`src/rtl/ccg_lut_eval.sv`:
```
// Programmable N_IN-input / N_OUT-output truth-table evaluator behind a valid/ready pipeline.
// Optional macro CCG_LUT_OUTREG_EN adds a second output register stage (latency 2).
module ccg_lut_eval #(
  parameter int N_IN  = 4,
  parameter int N_OUT = 4,
  parameter int CNT_W = 16
) (
  input  logic             clk,
  input  logic             rst,
  input  logic             cfg_we,
  input  logic [N_IN-1:0]  cfg_addr,
  input  logic [N_OUT-1:0] cfg_data,
  input  logic             in_valid,
  output logic             in_ready,
  input  logic [N_IN-1:0]  x,
  output logic             out_valid,
  input  logic             out_ready,
  output logic [N_OUT-1:0] f,
  output logic [CNT_W-1:0] eval_cnt,
  output logic             clr_busy
);

  localparam int DEPTH = 1 << N_IN;

  typedef enum logic {CLEAR, RUN} state_t;

  state_t           state, state_nxt;
  logic [N_IN-1:0]  idx, idx_nxt;
  logic [N_OUT-1:0] tbl [DEPTH];
  logic             adv;
  logic             accept;
  logic [N_OUT-1:0] lookup;

  function automatic logic [CNT_W-1:0] sat_inc(input logic [CNT_W-1:0] v);
    return (&v) ? v : v + 1'b1;
  endfunction

  always_ff @(posedge clk) begin
    if (rst) begin
      state <= CLEAR;
      idx   <= '0;
    end else begin
      state <= state_nxt;
      idx   <= idx_nxt;
    end
  end

  always_comb begin
    state_nxt = state;
    idx_nxt   = idx;
    clr_busy  = 1'b0;
    in_ready  = 1'b0;
    case (state)
      CLEAR: begin
        clr_busy = 1'b1;
        idx_nxt  = idx + 1'b1;
        if (&idx) state_nxt = RUN;
      end
      RUN: begin
        in_ready = adv;
      end
      default: state_nxt = CLEAR;
    endcase
  end

  // The clear sweep owns the write port; configuration writes only land in RUN.
  always_ff @(posedge clk) begin
    if (state == CLEAR)
      tbl[idx] <= '0;
    else if (cfg_we)
      tbl[cfg_addr] <= cfg_data;
  end

  assign adv    = !out_valid || out_ready;
  assign accept = in_valid && in_ready;
  assign lookup = tbl[x];

  // Stage p0: table lookup result
  logic             vld_p0;
  logic [N_OUT-1:0] f_p0;

  always_ff @(posedge clk) begin
    if (rst) begin
      vld_p0 <= 1'b0;
      f_p0   <= '0;
    end else if (adv) begin
      vld_p0 <= accept;
      if (accept) f_p0 <= lookup;
    end
  end

`ifdef CCG_LUT_OUTREG_EN
  // Stage p1: output register, advances in lockstep with p0
  logic             vld_p1;
  logic [N_OUT-1:0] f_p1;

  always_ff @(posedge clk) begin
    if (rst) begin
      vld_p1 <= 1'b0;
      f_p1   <= '0;
    end else if (adv) begin
      vld_p1 <= vld_p0;
      f_p1   <= f_p0;
    end
  end

  assign out_valid = vld_p1;
  assign f         = f_p1;
`else
  assign out_valid = vld_p0;
  assign f         = f_p0;
`endif

  always_ff @(posedge clk) begin
    if (rst)
      eval_cnt <= '0;
    else if (out_valid && out_ready)
      eval_cnt <= sat_inc(eval_cnt);
  end

endmodule
```
`config.mk`:
```
export PLATFORM = sky130hd
export DESIGN_NAME = ccg_lut_eval
export DESIGN_NICKNAME = d
export VERILOG_FILES = /design/src/rtl/ccg_lut_eval.sv
export SDC_FILE = /design/constraint.sdc
export NUM_CORES = 1
export LEC_CHECK = 0
export BUFFER_PORTS_ARGS = -buffer_cell sky130_fd_sc_hd__buf_4
export CAP_MARGIN = 20
export CORE_AREA = 4 4 84 86
export CTS_BUF_LIST = sky130_fd_sc_hd__clkbuf_4 sky130_fd_sc_hd__clkbuf_8 sky130_fd_sc_hd__clkbuf_16
export DETAILED_ROUTE_END_ITERATION = 7
export DIE_AREA = 0 0 88 90
export PLACE_DENSITY_LB_ADDON = 0.3
export SLEW_MARGIN = 5
export SYNTH_ARGS = -nofsm -noshare
export SYNTH_HDL_FRONTEND = slang
export SYNTH_SLANG_ARGS = --single-unit
export TNS_END_PERCENT = 1
```
`constraint.sdc`:
```
create_clock -name clk -period 5.6 [get_ports clk]
set_clock_uncertainty 0.2 [all_clocks]
set_input_delay 0.56 -clock clk [delete_from_list [all_inputs] [get_ports clk]]
set_output_delay 0.56 -clock clk [all_outputs]
set_load 0.1 [all_outputs]
```
# Word level (Yosys, flattened, before mapping)
# Memory sizes are Yosys's and may differ from the RTL's. A register that Yosys moved wholly into a read port is not among the register bits.
# Cells that the tools add are included.
# W data, S select, Z words.
[totals]
mem_bits_ro = 0
latch_bits = 0
regBits = 22
wordCells = 27
input_bits = 17
output_inout_bits = 23
n_memories = 1
mem_bits_rw = 64
[classes]
shifts = 0
order_cmp = 0
bitwise_logic = 1
div_mod_pow = 0
n_mul = 0
n_mux = 10
eq_ne = 0
add_sub_neg = 2
n_reduce_logical = 9
[memory_table]
columns = ["memory", "depth", "word_bits", "read_ports", "rd_clocked_by_memory_dff", "write_ports", "line", "text"]
rows = [
  ["tbl", 16, 4, 1, 1, 1, "29", "logic [N_OUT-1:0] tbl [DEPTH];"],
]
[op_table]
columns = ["op", "count"]
rows = [
  ["$add A16 B1 Y16 const B", 1],
  ["$reduce_and A16 Y1", 1],
  ["$mux W1", 8],
  ["$mux W4", 2],
  ["$add A4 B1 Y4 const B", 1],
  ["$reduce_and A2 Y1", 2],
  ["$reduce_and A4 Y1", 1],
  ["$reduce_or A4 Y1", 1],
  ["$logic_and A1 B1 Y1", 2],
  ["$logic_not A1 Y1", 1],
  ["$logic_or A1 B1 Y1", 1],
  ["$not A1 Y1", 1],
]

# Depth between registers and ports, before layout
[logic_depth]
ltp_word = 5
mapped_depth = 6
depth_no_buf = 5

# Worst setup path before layout
# OpenSTA, ideal clock, no wires.
[synth_timing]
kind = "register -> register"
from = "register eval_cnt[9]"
to = "register eval_cnt[13]"
setup_slack_ps = 3079
setup_time_ps = 71
n_path_buf = 0
synth_period_minus_slack_ps = 2521
t_arrival_ps = 2250
path_stages_with_launch = 5
t_required_ps = 5329
path_cell_list = "dfxtp_1 > nand4_2 > a311o_1 > or3_1 > a21oi_1"
[synth_between]
elab_chain_len = 3
word_cells_on_any_way = 4
classes_between = "add/sub (1); bitwise (1); reduce/logical (2)"
[synth_rtl]
columns = ["item", "line", "text"]
rows = [
  ["start, declared", "19", "output logic [CNT_W-1:0] eval_cnt,"],
  ["start signal, assigned", "118", "eval_cnt <= sat_inc(eval_cnt);"],
  ["parallel branches: the longest is 3 deep, another holds $add A16 B1 Y16", "n/a", ""],
]
# Parallel ways; which one is timed is not known.
# A chain may end at the register's enable or synchronous reset.

# Worst setup path in the final report
[layout_timing]
from = "register eval_cnt[0]"
to = "register eval_cnt[6]"
# Same word-level chain as after synthesis.

==> run metrics <==
crit end category flip-flop; most frequent cell after synthesis edfxtp_1; Syn Inst Count roughly 280; Synth Warn # 0; main area contributors after synthesis edfxtp_1 50%, dfxtp_1 14%, mux4_2 7.6%, nor2_1 3.1%, mux4_1 2.7%; Clock Tree Root clkbuf_8; top post-synthesis cells by count 64 x edfxtp_1, 32 x nor2_1, 26 x dfxtp_1; Compound-Gate Fraction of Synth Area 6.69%; maximum capacitance violations 0; I/O Buffers 39; GP Congestion 0.811; Max VDD drop 0.188 mV; CP max FO 13; die area 7920 sq um; register area share after synthesis a little under two thirds; Final min period around 2.3 ns; multiplexer share of the synthesized area 12.7%; final setup fails 0; routed wire length between 7000 and 8000 microns; total grt overflow 0; TritonCTS clock tree yes; CP required ~5.6 ns; I/O Pins 40; Leakage about 1.4 nW; Crit Path Class reg2reg; Placed Cells approximately 380; Residual DRC 0; CTS H-tree lvls 3; CP arrival around 2.3 ns; CP peak stage delay a little over 0.7 ns; Syn Area/Cell 14.0 sq um; WL/cell approximately 19 microns; Worst-path clk slew about 0.090 ns; Starting Density approximately three fifths; Hold Path Class reg2reg; Yosys top cell area share 49.9%; largest net degree at the start of global routing 28; share of layout cells above drive strength 1 roughly 23%; hold buffers post-CTS 0; CTS Buffer Depth 2; Fin. Hold Viols 0; vias in the first global route around 2400; initial antenna violation count 0; clock latency on the worst-skew pair roughly 0.34 ns; final cell count without fillers between 300 and 400; Starting DRT DRC Count 194; prevailing post-synth register cell edfxtp_1; Clock Sinks 90; synthesis-stage register bit count 90; syn_nets roughly 300; setup_tns 0 ns; status complete, no violations; largest family of logic cells by synthesized area simple AND/OR/NAND/NOR gates; Critical Path Slowest Stage Cell nor4_2; Final ANT Viol Nets 0; worst-margin pin slew between 0.8 and 0.9 ns; Synth Area in XOR/XNOR 0.910%; Row Count 29; core area 6280 sq um; Yosys cell types 40; synthesized cell area between 3000 and 4000 sq um; Setup Buffers After CTS 0; Fmax achieved between 0.4 and 0.5 GHz; Die Wd 88 microns; cts repair resizes 0; final net count about 330; unrepaired setup endpoints after global routing false; GR Util All Layers 21.0%; Synth area leader edfxtp_1; number of vias per cell approximately 6.2; Pre-antenna DRT Iters 4; Rel. slew slack 40.4%; PD cells ~270 nW/um^2; vias between 2000 and 2500; Post-synth EDFFs 64; TritonCTS Buffers 9; first-pass GRT wire length ~13000 microns; Post-synth ARST share 0%; Slew Limit Fails 0; hpwl dp between 5000 and 6000 microns; area grow syn2layout 13.3%; Post-Synth Adder-Cell Area 0.650%; die height ~90 microns; ANT cells 0; simple-gate share of the synthesized area 13.8%; post-route clock period utilization between 40% and 50%; worst-path cell chain ha_1, nand3_1, nor4_2, nor4_1, mux2_2; CP Launch Type flip-flop
-- cell families (layout without fill, tap and decap cells) --
| family | count (synthesis) | count (layout) |
|---|---|---|
| buffers and inverters | 15 | 59 |
| XOR/XNOR | 4 | 4 |
| multiplexers | 26 | 26 |
| adder cells (fa/ha/maj) | 2 | 2 |
| flip-flops | 90 | 90 |
| AND/OR/NAND/NOR | 98 | 98 |
| AO/OA/AOI/OAI | 41 | 41 |
-- sequential cells by signal, indices dropped and copies added (netlist names) --
register	flops
tbl	64
eval_cnt	16
f	4
idx	4
out_valid	1
state	1
-- worst paths after layout --
| path | start | slack [ns] | to | cells after the start |
|---|---|---|---|---|
| worst min-delay path | f[0] | 0.31 | f[0] | 2 |
| worst min register to register | f[0] | 0.31 | f[0] | 2 |
| worst max register to register | eval_cnt[0] | 3.31 | eval_cnt[6] | 5 |
| worst max-delay path | eval_cnt[0] | 3.31 | eval_cnt[6] | 5 |
-- stage by stage --
stage / hold WS, ns / utilization, % / instance area, sq um / setup WS (ns) / total power [mW]
global route: 0.354 / 69.5 / 4360 / 3.05 / 1.22
global placement: 0.293 / 66.7 / 4180 / 3.27 / 0.798
detailed placement: 0.299 / 66.7 / 4180 / 3.22 / 0.800
finish: 0.312 / 69.5 / 4360 / 3.31 / 1.17
floorplan: 0.309 / - / 3850 / 3.08 / 0.779
CTS: 0.314 / 69.5 / 4360 / 3.34 / 1.18
-- worst max-delay path: cells and delay by family (launching register included) --
family	cells	cell delay, ns
DFF	1	0.41
and+or+nand+nor	3	1.03
muxes	1	0.30
adders and majority gates	1	0.24
-- layout by cell type, fill, tap and decap left out, types with 5 or more instances in the layout --
cell type,instances
or3_1,7
o21ai_0,6
nor2_1,32
buf_4,39
mux4_2,13
and3_1,8
nand4_1,6
a31oi_1,6
edfxtp_1,64
nand2_1,9
a21oi_1,16
clkbuf_8,9
mux2i_1,8
or4_1,5
nor2b_1,5
nand3_1,8
dfxtp_1,26
o31ai_1,7
-- power breakdown --
part | total (mW) | internal (mW) | switching, mW
Combinational | 0.0609 | 0.0288 | 0.0321
Clock | 0.388 | 0.164 | 0.224
Sequential | 0.724 | 0.718 | 0.00572
Total | 1.17 | 0.910 | 0.262
-- layout make-up --
class / instances / area [sq um]
flip-flops and latches: 90 / 2440
clock buffers: 9 / 124
repair buffers: 39 / 293
multi-input cells: 171 / 1340
inverters: 4 / 15.0
well taps: 77 / 96.3
clock inverters: 7 / 53.8
fillers: 444 / 1920
-- layer usage --
| layer | GRT usage (%) | up-vias | wire length [microns] |
|---|---|---|---|
| li1 | - | 1168 | - |
| met1 | 31.7 | 1222 | 3460 |
| met2 | 30.7 | 71 | 3550 |
| met3 | 3.56 | 7 | 410 |
| met4 | 7.29 | 0 | 80 |
| met5 | 0 | - | 0 |
Note: power is estimated with default switching activity, not from simulation.
